`config.mk`:
```
export PLATFORM = sky130hd
export DESIGN_NAME = reg_writeback_queue
export DESIGN_NICKNAME = d
export VERILOG_FILES = /design/src/rtl/reg_writeback_queue_pkg.sv /design/src/rtl/reg_writeback_queue_fifo.sv /design/src/rtl/reg_writeback_queue.sv
export SDC_FILE = /design/constraint.sdc
export NUM_CORES = 1
export LEC_CHECK = 0
export ABC_AREA = 1
export CAP_MARGIN = 30
export CORE_ASPECT_RATIO = 1.4
export CORE_MARGIN = 2
export CORE_UTILIZATION = 50
export DETAILED_ROUTE_END_ITERATION = 12
export PLACE_DENSITY = 0.72
export SLEW_MARGIN = 0
export SYNTH_ARGS = -nofsm -noshare
export SYNTH_HDL_FRONTEND = slang
export SYNTH_SLANG_ARGS = --single-unit
```
`constraint.sdc`:
```
create_clock -name clock -period 3.15 [get_ports clock]
set_clock_uncertainty 0.15 [all_clocks]
set_input_delay 0.63 -clock clock [delete_from_list [all_inputs] [get_ports clock]]
set_output_delay 0.63 -clock clock [all_outputs]
set_load 0.03 [all_outputs]
```
`src/rtl/reg_writeback_queue_pkg.sv`:
```
// reg_writeback_queue_pkg: register ids and writeback entry layout shared by the queue and its FIFO.
package reg_writeback_queue_pkg;
  localparam logic [4:0] REG_ZERO = 5'd0;
  localparam logic [4:0] REG_V0 = 5'd2;
  localparam logic [4:0] REG_A0 = 5'd4;
  localparam logic [4:0] REG_RA = 5'd31;
  typedef struct packed {
    logic is_link;
    logic [4:0] id;
    logic [31:0] value;
  } wb_entry_t;
  localparam int WB_ENTRY_W = $bits(wb_entry_t);
endpackage

```
`src/rtl/reg_writeback_queue_fifo.sv`:
```
// wb_fifo: circular buffer of writeback entries; exposes every slot plus a valid mask for hazard search.
module wb_fifo
  import reg_writeback_queue_pkg::*;
#(
  parameter int DEPTH = 4
) (
  input  logic clock,
  input  logic reset,
  input  logic push,
  input  logic pop,
  input  wb_entry_t din,
  output wb_entry_t [DEPTH-1:0] entries,
  output logic [DEPTH-1:0] valid,
  output logic [$clog2(DEPTH)-1:0] rd_ptr,
  output logic [$clog2(DEPTH):0] count
);
  localparam int AW = $clog2(DEPTH);
  logic [AW-1:0] wr_ptr;
  always_ff @(posedge clock) begin
    if (reset) begin
      rd_ptr <= '0;
      wr_ptr <= '0;
      count <= '0;
    end else begin
      if (push) wr_ptr <= wr_ptr + 1'b1;
      if (pop) rd_ptr <= rd_ptr + 1'b1;
      count <= count + {{AW{1'b0}}, push} - {{AW{1'b0}}, pop};
    end
  end
  always_ff @(posedge clock) if (push) entries[wr_ptr] <= din;
  // a slot is live when its distance from the head is below the occupancy
  for (genvar k = 0; k < DEPTH; k++) begin : g_valid
    assign valid[k] = {1'b0, AW'(k) - rd_ptr} < count;
  end
endmodule

```
`src/rtl/reg_writeback_queue.sv`:
```
// reg_writeback_queue: buffers writebacks, retires one per cycle to the reg file, flags pending sources.
// Optional WB_FORWARD_EN adds forwarding of the youngest queued value for rs/rt.
module reg_writeback_queue
  import reg_writeback_queue_pkg::*;
#(
  parameter int DEPTH = 4,
  parameter int RA_ID = 31
) (
  input  logic clock,
  input  logic reset,
  input  logic wb_valid,
  output logic wb_ready,
  input  logic [4:0] wb_id,
  input  logic [31:0] wb_value,
  input  logic wb_link,
  input  logic [4:0] query_rs_id,
  input  logic [4:0] query_rt_id,
  output logic rs_pending,
  output logic rt_pending,
`ifdef WB_FORWARD_EN
  output logic rs_fwd_valid,
  output logic [31:0] rs_fwd_value,
  output logic rt_fwd_valid,
  output logic [31:0] rt_fwd_value,
`endif
  output logic control_reg_write,
  output logic [4:0] control_write_id,
  output logic [31:0] reg_write_value,
  output logic ra_write,
  output logic [31:0] ra_write_value
);
  localparam int AW = $clog2(DEPTH);
  wb_entry_t [DEPTH-1:0] entries;
  wb_entry_t din, head;
  logic [DEPTH-1:0] valid;
  logic [AW-1:0] rd_ptr, idx;
  logic [AW:0] count;
  logic push, pop;
  assign wb_ready = count != (AW+1)'(DEPTH);
  assign pop = count != '0;
  // writes to the zero register complete the handshake but are dropped
  assign push = wb_valid & wb_ready & (wb_link | wb_id != REG_ZERO);
  assign din = '{is_link: wb_link, id: wb_link ? 5'(RA_ID) : wb_id, value: wb_value};
  assign head = entries[rd_ptr];
  wb_fifo #(.DEPTH(DEPTH)) u_fifo (
    .clock(clock), .reset(reset), .push(push), .pop(pop), .din(din),
    .entries(entries), .valid(valid), .rd_ptr(rd_ptr), .count(count)
  );
  always_ff @(posedge clock) begin
    if (reset) begin
      control_reg_write <= 1'b0;
      ra_write <= 1'b0;
      control_write_id <= '0;
      reg_write_value <= '0;
      ra_write_value <= '0;
    end else begin
      control_reg_write <= pop & ~head.is_link;
      ra_write <= pop & head.is_link;
      if (pop & ~head.is_link) begin
        control_write_id <= head.id;
        reg_write_value <= head.value;
      end
      if (pop & head.is_link) ra_write_value <= head.value;
    end
  end
  // scan oldest to newest so the last match seen is the youngest
  always_comb begin
    rs_pending = 1'b0;
    rt_pending = 1'b0;
    idx = '0;
`ifdef WB_FORWARD_EN
    rs_fwd_value = '0;
    rt_fwd_value = '0;
`endif
    for (int i = 0; i < DEPTH; i++) begin
      idx = rd_ptr + AW'(i);
      if (valid[idx] && query_rs_id != REG_ZERO && entries[idx].id == query_rs_id) begin
        rs_pending = 1'b1;
`ifdef WB_FORWARD_EN
        rs_fwd_value = entries[idx].value;
`endif
      end
      if (valid[idx] && query_rt_id != REG_ZERO && entries[idx].id == query_rt_id) begin
        rt_pending = 1'b1;
`ifdef WB_FORWARD_EN
        rt_fwd_value = entries[idx].value;
`endif
      end
    end
  end
`ifdef WB_FORWARD_EN
  assign rs_fwd_valid = rs_pending;
  assign rt_fwd_valid = rt_pending;
`endif
endmodule

```
Word level (Yosys, flattened, before mapping)
Index checks and enable logic that the tools add are counted.
Widths: inputs -> output; s select.
{"block": "totals", "mem_bits_rw": 0, "mem_bits_ro": 0, "inputBits": 51, "latchBits": 0, "wordCells": 104, "output_inout_bits": 74, "reg_bits": 230, "mem_count": 0}
{"block": "op_classes", "mul": 0, "n_eq_ne": 9, "shift": 0, "add_sub_neg": 10, "magnitude_cmp": 10, "bitwise": 6, "n_mux": 28, "div": 0, "n_reduce_logical": 21}
{"cell": "$bmux 38 s2", "count": 4}
{"cell": "$bwmux 152", "count": 1}
{"cell": "$mux 37", "count": 3}
{"cell": "$demux 38 s2", "count": 1}
{"cell": "$mux 38", "count": 2}
{"cell": "$eq 5x5->1", "count": 8}
{"cell": "$logic_and 1x1->1", "count": 17}
{"cell": "$lt 2x3->1 const B", "count": 5}
{"cell": "$reduce_bool 5->1", "count": 3}
{"cell": "$lt 2x3->1", "count": 4}
{"cell": "$mux 1", "count": 12}
{"cell": "$bmux 1 s2", "count": 4}
{"cell": "$mux 5", "count": 1}
{"cell": "$add 2x1->2 const B", "count": 2}
{"cell": "$add 2x2->2 const B", "count": 2}
{"cell": "$and 1x1->1", "count": 4}
{"cell": "$sub 1x2->2 const A", "count": 2}
{"cell": "$sub 2x2->2 const A", "count": 2}
{"cell": "$add 3x1->3", "count": 1}
{"cell": "$ne 3x3->1 const B", "count": 1}
{"cell": "$reduce_bool 3->1", "count": 1}
{"cell": "$sub 3x1->3", "count": 1}
{"cell": "$ge 2x1->1 const B", "count": 1}
{"cell": "$not 1->1", "count": 1}
{"cell": "$or 1x1->1", "count": 1}

Longest topological paths before layout
Gate-level depths: netlist of the first run.
{"block": "depth", "word_depth": 10, "ltp_mapped": 13, "depth_no_buf": 11}

Cells and area by module
Synthesis of the first run repeated with hierarchy kept, for this count alone.
{"block": "unflattened", "hier_cells": 1107, "area_unflattened_um2": 10277.4}
{"mod": "reg_writeback_queue", "area_each_um2": 5213.8, "n_inst": 1, "cells_each": 888}
{"mod": "wb_fifo", "area_each_um2": 5063.6, "n_inst": 1, "cells_each": 219}

Worst setup path after synthesis of the first run
No wires, ideal clock.
{"block": "synth_path", "path_kind": "reg-to-reg", "from": "reg u_fifo.count[1]", "to": "reg, netlist name u_fifo.entries[0]", "period_less_slack_ps": 3289, "setup_time_ps": 433, "required_time_ps": 2567, "setup_slack_ps": -139, "t_arrival_ps": 2706, "stages_incl_launch_ff": 6, "path_cell_list": "dfxtp_1 -> inv_1 -> nand3_1 -> and2_1 -> nand2_1 -> nor2_1"}
{"block": "synth_via", "elab_chain_len": 3}
{"item": "start: declaration", "line": "reg_writeback_queue_fifo.sv:15", "source": "output logic [$clog2(DEPTH):0] count"}
{"item": "start signal: assignment", "line": "reg_writeback_queue_fifo.sv:27", "source": "count <= count + {{AW{1'b0}}, push} - {{AW{1'b0}}, pop};"}
{"item": "$ne 3x3->1", "line": "reg_writeback_queue.sv:39", "source": "assign wb_ready = count != (AW+1)'(DEPTH);"}
{"item": "named net wb_ready", "line": "reg_writeback_queue.sv:12", "source": "output logic wb_ready,"}
{"item": "$and 1x1->1 (2 in a row)", "line": "reg_writeback_queue.sv:42", "source": "assign push = wb_valid & wb_ready & (wb_link | wb_id != REG_ZERO);"}
The timed path passes the listed nets, and every way through them passes these cells.
A chain may end at the register's enable or synchronous reset.

Worst setup path after layout of the first run
{"block": "layout_path", "from": "reg u_fifo.rd_ptr[0]", "to": "out rt_pending"}
{"block": "layout_via", "elab_chain_len": 10, "word_cells_on_any_way": 43}
{"item": "start: declaration", "line": "reg_writeback_queue_fifo.sv:14", "source": "output logic [$clog2(DEPTH)-1:0] rd_ptr,"}
{"item": "start signal: assignment", "line": "reg_writeback_queue_fifo.sv:26", "source": "if (pop) rd_ptr <= rd_ptr + 1'b1;"}
{"item": "$sub 1x2->2 or $sub 2x2->2 (tied branches)", "line": "reg_writeback_queue_fifo.sv:33", "source": "assign valid[k] = {1'b0, AW'(k) - rd_ptr} < count;"}
{"item": "$lt 2x3->1", "line": "reg_writeback_queue_fifo.sv:33"}
{"item": "$bmux 1 s2", "line": "reg_writeback_queue.sv:83", "source": "if (valid[idx] && query_rt_id != REG_ZERO && entries[idx].id == query_rt_id) begin"}
{"item": "$mux 1 (implied by the code)", "line": "reg_writeback_queue.sv:83"}
{"item": "$logic_and 1x1->1 (2 in a row)", "line": "reg_writeback_queue.sv:83"}
{"item": "$mux 1 (3 in a row)", "line": "reg_writeback_queue.sv:83"}
{"item": "$mux 1 (*)", "line": "reg_writeback_queue.sv:83"}
{"item": "end: declaration", "line": "reg_writeback_queue.sv:19", "source": "output logic rt_pending,"}
Mark *: on every way between the ends. The rest lies on a longest branch, timed or not. The select of a mux whose other input is x is not followed.

==> results of run 1 <==
-- kinds of logic after synthesis --
logic type,synth area share [%]
AOI/OAI and AO/OA,6.85
xor gates and xnor gates,1.16
adders and majority gates,1.48
buffers and inverters,4.40
DFF,62.6
and+or+nand+nor,23.5
-- stage by stage --
stage	utilization [%]	cells	worst slack, ns	total power, W	instance area, µm²
5_1_grt	64.3	1395	-0.0639	0.0144	12300
3_5_place_dp	59.4	1352	0.167	0.0106	11400
3_3_place_gp	59.4	1352	0.231	0.0106	11400
4_1_cts	63.2	1391	0.00788	0.0132	12100
6_report	64.3	1395	0.0354	0.0136	12300
2_1_floorplan	-	1005	-0.139	0.00841	9790
-- power breakdown --
part | internal [W] | switching (W) | leakage, nW
clock network | 0.00146 | 0.00107 | 0.331
registers | 0.00390 | 0.000309 | 2.03
logic | 0.00241 | 0.00443 | 2.39
total | 0.00777 | 0.00581 | 4.74
-- path summary, 6_finish.rpt --
| kind | depth (start not counted) | end |
|---|---|---|
| setup reg to reg | 10 | ra_write_value[17]$_SDFFE_PP0P_ |
| hold / removal | 2 | ra_write_value[26]$_SDFFE_PP0P_ |
| setup / recovery | 12 | rt_pending |
| hold reg to reg | 2 | ra_write_value[26]$_SDFFE_PP0P_ |
-- cell type report --
class	instances	area, µm²
clock buffer	30	579
inverter	47	186
timing repair buffer	157	1680
clock inverter	8	100
sequential	230	6130
tap	248	310
multi-input combinational	675	3360
fill	1580	6870
-- cell usage after synthesis (all sizes together) --
library cell,count
nand4,5
nand2,228
fa,1
nor2,92
edfxtp,152
xor2,13
nor3,3
dfxtp,78
or2,5
a21oi,42
nor4,1
and2,1
inv,47
nand3,198
o21ai,44
ha,10
buf,33
a22oi,32
clkbuf,20
-- state kept, by name (all words and copies together) (netlist names) --
name	flops
ra_write_value	32
control_write_id	5
u_fifo.wr_ptr	2
u_fifo.rd_ptr	2
ra_write	1
reg_write_value	32
u_fifo.count	3
u_fifo.entries	152
control_reg_write	1
-- routing by layer --
layer / vias to the layer above / GRT usage [%]
met5: - / 0
met2: 223 / 42.8
li1: 3721 / -
met3: 53 / 2.55
met4: 0 / 7.45
met1: 3682 / 28.4
-- worst max-delay path: cells and delay by family, from the launching register on --
family | cells | cell delay, ns
flops | 1 | 0.40
buf+inv | 2 | 0.24
simple gates | 9 | 0.90
fa+ha+maj | 1 | 0.31
-- what timing repair did --
item,in CTS,in global routing
pin swaps,0,6
cloned,1,2
endpoints found under the setup margin,2,2
hold buffers,0,0
hold endpoints to repair,0,0
buffers inserted,0,2
resized for setup,4,39
==> qor.csv, run 1 <==
metric;value;unit
layout_common_cells;219 x nand2_1, 189 x nand3_1, 152 x edfxtp_1;
grt_pass1_vias;7398;
start_util;51.0;%
highest_layer;met4;
rows;60;
crit_path_max_fanout;12;
ys_warn_count;0;
synth-seq-cells;230;
period_minus_slack;3.11;ns
antenna_found_initial;0;
power.density;1100;nW/µm²
final_max_slew_viol_count;0;
dieArea;20700;µm²
cp-end-kind;output port;
io_buffers;124;
vias;7679;
finalSetupViolations;0;
cp-start-kind;register;
syn_to_final_growth;26.1;%
cp-startpoint;u_fifo.rd_ptr[0]$_SDFFE_PP0N_;
wire_per_inst;17.6;µm
met2_wirelength;12900;µm
holdCritPathClass;register to register;
clock.fmax;321;MHz
yosys.area.top_type;edfxtp_1;
drt-initial-drc-count;615;
worstHoldStart;ra_write_value[26]$_SDFFE_PP0P_;
cp_slowest_cell;dfxtp_4;
fin_crit_sh;98.9;%
cp_slowest_stage_delay;0.40;ns
wirelength;24600;µm
grt_pass1_wl;38000;µm
synth_cells;1005;
htreeDepth;1;
clockBufferDepth;3;
synthTopCellsByArea;edfxtp_1 47%, dfxtp_1 16%, nand3_1 10%;
ys_types;29;
r2r_start;u_fifo.rd_ptr[1]$_SDFFE_PP0N_;
path_class;register to output port;
leakage;4.74;nW
routed_via_density;5.50;
ys_seq_area_share;62.6;%
grt_usage;23.4;%
grt_max_degree;47;
cts_made_buffers;21;
die_w;122;µm
first_pass_iters;7;
core_area;19200;µm²
layout.nets;1194;
ir_drop;0.000608;V
worstMarginPinSlew;0.735;ns
cts_tree;done;
wl_met1;9900;µm
finalSetupTns;0;ns
slew_headroom;51.0;%
layout_commonest_cell;nand2_1;
whs;0.314;ns
required;2.37;ns
clk_pin_slew_worst_paths;0.07;ns
r2r_setup_slack;0.67;ns
layout-drive-gt1-share;9.59;%
io_pins;125;
worst-endpoint-arrival;2.33;ns
syn_avg_cell_area;9.74;µm²
status;complete, no violations;
dp_hpwl;15700;µm
clock_latency;0.51;ns
die_y;170;µm
drv_cap;0;
syn_nets;1067;
gr-total-overflow;0;
gp_congestion;0.885;
post-route-drc-count;0;
yosysTopAreaCellShare;46.6;%
clockRootBuffer;clkbuf_16;
hold_violations;0;
netlist_area;9790;µm²
crit_chain;inv_6 -> nand2_1 -> nand2_2 -> ha_1 -> nand3_2 -> nand3_2 -> nand3_1 -> nand2_2 -> nor2_1 -> nand3_1 -> nand4_1 -> buf_6;
num_antenna_cells;0;
numClockSinks;230;
wl_met3;1120;µm
ant_nets;0;
Power figures use the tool's default switching activity.
==> run 2, diff against run 1 <==
--- a/config.mk
+++ b/config.mk
@@ -8,7 +8,7 @@
 export ABC_AREA = 1
 export CAP_MARGIN = 30
 export CORE_ASPECT_RATIO = 1.4
-export CORE_MARGIN = 2
+export CORE_MARGIN = 3
 export CORE_UTILIZATION = 50
 export DETAILED_ROUTE_END_ITERATION = 12
 export PLACE_DENSITY = 0.72
==> run 2 against run 1 <==
Worst setup slack improved by 0.054 ns. Clock power increased by 2%. Via count increased by 0.29%. Final cell count down 0.36%. Non-clock buffer count decreased by 1. Fmax grew 1.8%.
==> qor.csv, run 2 (synthesis gave the netlist of run 1 again) <==
metric;value;unit
status;complete, no violations;
fill_cells;1537;
syn_to_final_growth;26.9;%
wire_per_inst;17.5;µm
htreeDepth;1;
crit_path_max_fanout;5;
dp_hpwl;15300;µm
die_y;172;µm
cts_made_buffers;21;
routed_via_density;5.54;
fin_area;12400;µm²
clockBufferDepth;3;
vias;7701;
cp_slowest_stage_delay;0.41;ns
grt_max_degree;52;
dp.cells;1345;
wirelength;24300;µm
finalSetupViolations;0;
required;2.37;ns
num_antenna_cells;0;
min_path_cells;2;
layout_common_cells;211 x nand2_1, 183 x nand3_1, 152 x edfxtp_1;
rr_worst_depth;9;
layout.nets;1193;
worstMarginPinSlew;0.800;ns
leakage;4.78;nW
period_minus_slack;3.06;ns
antenna_found_initial;0;
dpl_cell_area;11400;µm²
clock_latency;0.49;ns
power.density;1100;nW/µm²
final_max_slew_viol_count;0;
drt-initial-drc-count;490;
path_class;register to output port;
dieArea;21300;µm²
start_util;51.8;%
crit_chain;clkinv_8 -> nand2_2 -> nand2_2 -> ha_1 -> nand3_2 -> nand3_2 -> nand3_1 -> nand2_1 -> nor2_1 -> nand3_1 -> nand4_1 -> buf_6;
ant_nets;0;
grt_pass1_wl;38200;µm
finalSetupTns;0;ns
utilization;65.8;%
layoutNonFillerInstCount;1390;
holdCritPathClass;register to register;
gr-total-overflow;0;
cp_slowest_cell;dfxtp_4;
fin_crit_sh;97.2;%
regMostFlops;u_fifo.entries;
grt_usage;22.1;%
io_buffers;124;
io_pins;125;
hold_violations;0;
grt_pass1_vias;7593;
whs;0.316;ns
rows;59;
ir_drop;0.000678;V
core_area;18900;µm²
cp-end-kind;output port;
cts_tree;done;
rsz0062_at_grt;yes;
hold_buffers;0;
worst-endpoint-arrival;2.28;ns
die_w;124;µm
layout-drive-gt1-share;11.3;%
largest_reg_flops;152;
slew_headroom;46.6;%
first_pass_iters;5;
layout_commonest_cell;nand2_1;
post-route-drc-count;0;
clockRootBuffer;clkbuf_16;
largestRegisters;u_fifo.entries: 152 flops, ra_write_value: 32 flops, reg_write_value: 32 flops;
numClockSinks;230;
drv_cap;0;
clk_pin_slew_worst_paths;0.06;ns
gp_congestion;0.922;
cp-start-kind;register;
clock.fmax;327;MHz
==> run 2: cell type report <==
cell class	count	area (µm²)	area share, %
Inverter	47	194	1.56
Clock inverter	11	141	1.14
Timing Repair Buffer	156	1670	13.4
Tap cell	244	305	2.46
Clock buffer	27	568	4.57
Sequential cell	230	6130	49.4
Multi-Input combinational cell	675	3420	27.5
==> run 2: final timing paths <==
check | from | to | slack [ns]
worst max-delay path | u_fifo.rd_ptr[0]$_SDFFE_PP0N_ | rs_pending | 0.09
worst min-delay path | ra_write_value[17]$_SDFFE_PP0P_ | ra_write_value[17]$_SDFFE_PP0P_ | 0.32
worst max register to register | u_fifo.count[0]$_SDFF_PP0_ | u_fifo.count[2]$_SDFF_PP0_ | 0.84
worst min register to register | ra_write_value[17]$_SDFFE_PP0P_ | ra_write_value[17]$_SDFFE_PP0P_ | 0.32
==> run 2: per-stage QoR <==
stage	setup WS, ns	total power, W
6_report	0.0897	0.0137
5_1_grt	-0.0407	0.0145
4_1_cts	0.0187	0.0134
3_5_place_dp	0.141	0.0107
3_3_place_gp	0.234	0.0105
2_1_floorplan	-0.139	0.00841
==> run 2: report_power, final <==
part	internal, W	leakage (nW)	switching (W)
Clock	0.00153	0.343	0.00104
Sequential	0.00391	2.03	0.000327
Combinational	0.00244	2.41	0.00445
==> run 2: timing repair <==
action                                 CTS  global route
pin swaps                                2             3
setup endpoints to repair                2             2
cloned                                   2             1
gates resized for setup                  8            52
buffers inserted                         1             3
endpoints found under the hold margin    0             0
==> run 2: per-layer routing <==
layer	share of wire (%)	GRT usage [%]	up-vias	wire, µm
met1	41	26.8	3696	10000
met5	0	0	-	0
met4	3.0	9.49	0	738
li1	-	-	3735	-
met2	51	39.9	221	12500
met3	4.4	2.83	49	1070
==> run 2: critical path, delay by kind of cell, from the launching register on <==
family                     cells  cell delay, ns
DFF                            1            0.41
buffers and inverters          2            0.23
and+or+nand+nor                9            0.86
adders and majority gates      1            0.28
